**config.mk**
```make
export PLATFORM = sky130hd
export DESIGN_NAME = runway_arbiter
export DESIGN_NICKNAME = d
export VERILOG_FILES = /design/src/rtl/runway_arbiter.sv
export SDC_FILE = /design/constraint.sdc
export NUM_CORES = 1
export LEC_CHECK = 0
export ABC_AREA = 1
export BUFFER_PORTS_ARGS = -buffer_cell sky130_fd_sc_hd__buf_2
export CORE_MARGIN = 4
export CORE_UTILIZATION = 64
export DETAILED_ROUTE_END_ITERATION = 10
export GPL_ROUTABILITY_DRIVEN = 0
export PLACE_DENSITY = 0.86
export SKIP_LAST_GASP = 1
export SLEW_MARGIN = 20
export SYNTH_ARGS = -nofsm -noshare
export SYNTH_HDL_FRONTEND = slang
export SYNTH_SLANG_ARGS = --single-unit
export TNS_END_PERCENT = 10
```
**constraint.sdc**
```tcl
create_clock -name clock -period 2.4 [get_ports clock]
set_clock_uncertainty 0.15 [all_clocks]
set_input_delay 0.24 -clock clock [delete_from_list [all_inputs] [get_ports clock]]
set_output_delay 0.24 -clock clock [all_outputs]
set_load 0.02 [all_outputs]
```
**src/rtl/runway_arbiter.sv**
```systemverilog
// Runway arbiter: pops take-off/landing requests, binds each aircraft to a free
// runway, hands the grant to the reply sender and tracks ownership until release.
module runway_arbiter #(
    parameter int ID_W            = 4,
    parameter int LAND_STREAK_MAX = 3,
    parameter int TIMEOUT_CYCLES  = 50000
) (
    input  logic            clock,
    input  logic            reset_n,
    input  logic            to_valid,
    input  logic [ID_W-1:0] to_id,
    output logic            to_ready,
    input  logic            ld_valid,
    input  logic [ID_W-1:0] ld_id,
    output logic            ld_ready,
    input  logic            rel_valid,
    input  logic [ID_W-1:0] rel_id,
    output logic            grant_valid,
    output logic [ID_W-1:0] grant_id,
    output logic            grant_runway,
    output logic            grant_landing,
    input  logic            grant_ready,
    output logic [1:0]      runway_active,
    output logic [1:0]      runway_timeout,
    output logic            rel_err
);

    localparam int TMR_W = (TIMEOUT_CYCLES < 2) ? 1 : $clog2(TIMEOUT_CYCLES);
    localparam int STK_W = (LAND_STREAK_MAX < 1) ? 1 : $clog2(LAND_STREAK_MAX + 1);
    localparam logic [TMR_W-1:0] TMR_MAX  = TMR_W'(TIMEOUT_CYCLES - 1);
    localparam logic [TMR_W-1:0] TMR_TRIP = TMR_W'(TIMEOUT_CYCLES - 2);
    localparam logic [STK_W-1:0] STK_MAX  = STK_W'(LAND_STREAK_MAX);

    typedef enum logic {
        IDLE,
        GRANT
    } state_t;

    state_t            state;
    logic [ID_W-1:0]   owner [2];
    logic [TMR_W-1:0]  timer [2];
    logic [STK_W-1:0]  streak;

    logic              decide;
    logic              pick_to;
    logic              pick_rwy;
    logic [ID_W-1:0]   pick_id;
    logic [1:0]        rel_hit;

    // Decision looks only at registered ownership, so a runway freed this
    // cycle is not offered until the next one.
    always_comb begin
        decide   = (state == IDLE) && (runway_active != 2'b11) && (ld_valid || to_valid);
        pick_to  = to_valid && (!ld_valid || (streak == STK_MAX));
        pick_rwy = runway_active[0];
        pick_id  = pick_to ? to_id : ld_id;
        to_ready = decide && pick_to;
        ld_ready = decide && !pick_to;
        for (int unsigned r = 0; r < 2; r++) begin
            rel_hit[r] = rel_valid && runway_active[r] && (owner[r] == rel_id);
        end
    end

    assign grant_valid = (state == GRANT);

    always_ff @(posedge clock or negedge reset_n) begin
        if (!reset_n) begin
            state          <= IDLE;
            grant_id       <= '0;
            grant_runway   <= 1'b0;
            grant_landing  <= 1'b0;
            runway_active  <= '0;
            runway_timeout <= '0;
            rel_err        <= 1'b0;
            streak         <= '0;
            for (int unsigned r = 0; r < 2; r++) begin
                owner[r] <= '0;
                timer[r] <= '0;
            end
        end else begin
            rel_err <= rel_valid && (rel_hit == 2'b00);

            for (int unsigned r = 0; r < 2; r++) begin
                if (rel_hit[r]) begin
                    runway_active[r]  <= 1'b0;
                    runway_timeout[r] <= 1'b0;
                    timer[r]          <= '0;
                end else if (runway_active[r]) begin
                    if (timer[r] != TMR_MAX) begin
                        timer[r] <= timer[r] + 1'b1;
                    end
                    if (timer[r] == TMR_TRIP) begin
                        runway_timeout[r] <= 1'b1;
                    end
                end
            end

            // The allocated runway is inactive, so it never collides with the
            // release/timer updates above.
            case (state)
                IDLE: begin
                    if (decide) begin
                        grant_id                <= pick_id;
                        grant_runway            <= pick_rwy;
                        grant_landing           <= !pick_to;
                        runway_active[pick_rwy] <= 1'b1;
                        owner[pick_rwy]         <= pick_id;
                        timer[pick_rwy]         <= '0;
                        if (pick_to || !to_valid) begin
                            streak <= '0;
                        end else if (streak != STK_MAX) begin
                            streak <= streak + 1'b1;
                        end
                        state <= GRANT;
                    end
                end
                GRANT: begin
                    if (grant_ready) begin
                        state <= IDLE;
                    end
                end
                default: state <= IDLE;
            endcase
        end
    end

endmodule

```
# == After elaboration in Yosys (flattened, before gate mapping) ==
# Cells that the tools add are included.
# totals
output_inout_bits,14
input_bits,18
word_cells,93
register_bits,54
# op_classes
add_sub_neg,3
mux,31
n_reduce_logical,28
eq_ne,9
n_lt_le_gt_ge,4
n_bitwise,5
# ops
cell,count
$mux W16,7
$mux W32,2
$add A16 B1 Y16 const B,2
$and A32 B32 Y32,1
$eq A16 B16 Y1 const B,2
$ne A16 B16 Y1 const B,2
$not A32 Y32,1
$demux W16 S1,1
$logic_and A1 B1 Y1,12
$mux W1,11
$reduce_bool A2 Y1,5
$bwmux W8,1
$eq A4 B4 Y1,2
$mux W2,4
$mux W4,2
$reduce_and A2 Y1,3
$demux W4 S1,1
$ne A2 B2 Y1 const B,2
$logic_not A1 Y1,3
$logic_or A1 B1 Y1,3
$reduce_and A3 Y1,1
$add A2 B1 Y2 const B,1
$eq A2 B2 Y1 const B,1
$ge A2 B2 Y1 const B,1
other kinds (9),9

# == Depth between registers and ports, before layout ==
# logic_depth
word_depth,9
mapped_depth,11
depth_no_buf,11

# == Worst setup path after synthesis ==
# OpenSTA, ideal clock, no wires.
# synth_path
kind,reg-to-output
start,register runway_active[1]
end,output ld_ready
n_path_buf,1
setup_slack_ns,0.663
stages_incl_launch_ff,5
arrival_ns,1.347
required_time_ns,2.010
path_cell_list,dfrtp_1 -> a21oi_2 -> o21ai_4 -> clkbuf_1 -> a21oi_1
# synth_via
elab_chain_len,4
# synth_lines
item,line_no,source
from (decl),23,"output logic [1:0] runway_active,"
from (signal assigned),72,runway_active <= '0;
"from (signal, indexed assignment)",85,runway_active[r] <= 1'b0;
"from (signal, indexed assignment)",106,runway_active[pick_rwy] <= 1'b1;
$ne A2 B2 Y1,53,decide = (state == IDLE) && (runway_active != 2'b11) && (ld_valid || to_valid);
$logic_and A1 B1 Y1 (2 in series),53,
$logic_and A1 B1 Y1,58,ld_ready = decide && !pick_to;
to (decl),15,"output logic ld_ready,"
# Every way passes these cells.

# == Worst setup path after layout ==
# layout_path
start,register streak[0]
end,output to_ready
# layout_via
elab_chain_len,4
# layout_lines
item,line_no,source
from (decl),42,logic [STK_W-1:0] streak;
from (signal assigned),112,streak <= streak + 1'b1;
$eq A2 B2 Y1,54,pick_to = to_valid && (!ld_valid || (streak == STK_MAX));
$logic_or A1 B1 Y1,54,
$logic_and A1 B1 Y1,54,
$logic_and A1 B1 Y1,57,to_ready = decide && pick_to;
to (decl),12,"output logic to_ready,"
# Every way passes these cells.

==> impl_metrics.tcl <==
set metrics [dict create \
    worstPathMaxFanout 5 \
    slowest_delay_ns 0.39 \
    postPlaceCellArea_um2 3450 \
    cts_resized 0 \
    hpwlAfterDp_mm 5.02 \
    grt_pass1_wl_mm 12.5 \
    async_flop_share 1.00 \
    cts_sinks 54 \
    crit_arrival_ns 1.51 \
    place_ws_ns 0.583 \
    portBuffers 31 \
    layout_worst_path_cycle_share 0.792 \
    fin_ws_ns 0.499 \
    crit_chain "ha_1, inv_1, nand2_1, nand2_1, nor2_1, buf_2" \
    clk_pin_slew_ns 0.09 \
    drt-total-wl_mm 6.65 \
    dr.pass1.iters 4 \
    fillers 379 \
    antennaDiodeCount 0 \
    grt_max_degree 33 \
    drtAntennaViolNets 0 \
    grt_pass1_vias 2914 \
    initial_utilization 0.670 \
    synth_most_common_cell "nand2_1" \
    htree_levels 2 \
    drt-initial-drc-count 178 \
    fmax_mhz 526 \
    fp.dieW_um 79.0 \
    peakVddDrop_mv 0.656 \
    multi_input_area_um2 1610 \
    core_um2 4820 \
    io_pins 32 \
    end_kind "output port" \
    maxSlewHeadroom 0.627 \
    cp_slowest_cell "dfrtp_1" \
    finalSetupViolations 0 \
    netlist_area_um2 3230 \
    overflow 0 \
    seqCellArea_um2 1350 \
    fin_util 0.740 \
    tns_ns 0 \
    slew_violations 0 \
    synth_common_cells "107 x nand2_1, 71 x nor2_1, 54 x dfrtp_1, 50 x inv_1, 27 x o21ai_0" \
    synth_edf_count 0 \
    period_needed_ns 1.90 \
    crit_buf_inv 2 \
    cts_root_buf "clkbuf_8" \
    layout-drive-gt1-share 0.163 \
    yosysTopAreaCell "dfrtp_1" \
    row_count 25 \
    yosysWarnings 0 \
    place_inst 523 \
    clk_path_buf_depth 2 \
    crit_type "reg2out" \
    path_common_cell "nand2_1" \
    maxCapViolations 0 \
    avgSynthCellArea_um2 7.51 \
    antenna_found_initial 0 \
    ys_ff_latch 54 \
    p_leak_nw 1.78 \
    num_vias 2813 \
    nets 488 \
    hold_class "in2reg" \
    total_power_mw 3.79 \
    worstMarginPinSlew_ns 0.560 \
    netlist_top_cells_area "dfrtp_1 42%, nand2_1 12%, nor2_1 8.3%" \
    pwr_density_cell_nw_per_um2 1060 \
    status "complete, no violations" \
    cts_tree "built" \
    synth_top_area_frac 0.419 \
    fin_area_um2 3560 \
    wire_per_inst_um 12.5 \
    synth_seq_area_share 0.419 \
    rsz0062_at_grt "no" \
    cp_data_required_time_ns 2.01 \
    critPathLaunchType "register" \
    finalHoldViolCount 0 \
    synth_ff_type "dfrtp_1" \
    final_cells 533 \
    synth.distinct_cells 37 \
    via_per_inst 5.28 \
    syn-instance-count 430 \
    reg2reg_slack_ns 0.57 \
    syn-num-nets 453 \
    hold_ws_ns 0.0491 \
    numCtsBuffers 5 \
    grt_usage 0.246 \
    dieArea_um2 6240 \
    critPathTopFamily "simple AND/OR/NAND/NOR gates" \
    clk_latency_ns 0.30 \
    drc_errors 0 \
    syn_to_final_growth_pct 10.4 \
    die_y_um 79.0 \
]
state kept, by name (all words and copies together) (netlist names):
signal          count
runway_timeout      2
streak              2
runway_active       2
grant_runway        1
grant_id            4
grant_landing       1
grant_valid         1
timer              32
owner               8
rel_err             1
area by class of cell:
class,count,area share
Clock buffer,6,0.0232
Clock inverter,2,0.00351
Inverter,54,0.0569
Multi-Input combinational cell,313,0.453
Sequential cell,54,0.379
Tap cell,67,0.0235
Timing Repair Buffer,37,0.0611
what timing repair did:
item | 4_1_cts | 5_1_grt
hold buffers | 2 | 0
hold endpoints to repair | 23 | 0
setup buffers | 0 | 0
power by group:
group | internal [mW] | switching, mW | total [mW]
Combinational | 0.617 | 1.02 | 1.63
Clock | 0.232 | 0.286 | 0.518
Sequential | 1.27 | 0.371 | 1.64
tightest hold or removal path, stage by stage:
cell,delay (ns)
buf_2,0.12
nand2_1,0.06
nor2_1,0.04
cells in the final DEF (no fill, tap or decap), drive strengths merged, types with 5 or more instances in the layout:
cell type  Yosys  layout
a21oi         11      11
buf            8      35
clkbuf         1       6
dfrtp         54      54
ha             5       5
inv           54      54
nand2        112     112
nand3         26      26
nand4          8       8
nor2          80      80
nor3          12      12
o21ai         28      28
xor2          10      10
metal layers:
metal	track usage	wire, um	up-vias
met4	0.0515	76	0
met3	0.0363	220	8
met5	0	0	-
li1	-	-	1426
met2	0.439	3230	52
met1	0.316	3130	1327
final timing paths:
check                                               end               startpoint  cells after the start
worst min register to register  grant_id[2]$_DFFE_PN0P_  grant_id[2]$_DFFE_PN0P_                      2
worst min-delay path                  rel_err$_DFF_PN0_                rel_valid                      3
worst max register to register       timer[1]$_DFF_PN0_       timer[1]$_DFF_PN0_                      7
max in group asynchronous           timer[29]$_DFF_PN0_                  reset_n                      3
worst max-delay path                           to_ready    streak[0]$_DFFE_PN0P_                      6
min in group asynchronous            timer[7]$_DFF_PN0_                  reset_n                      2
cell families after synthesis:
group | share of synthesized area
and+or+nand+nor | 0.352
buffers and inverters | 0.0818
DFF | 0.419
AOI/OAI and AO/OA | 0.0795
xor gates and xnor gates | 0.0326
muxes | 0.0159
adders and majority gates | 0.0194
No activity file was read; power rests on OpenSTA's default activity.
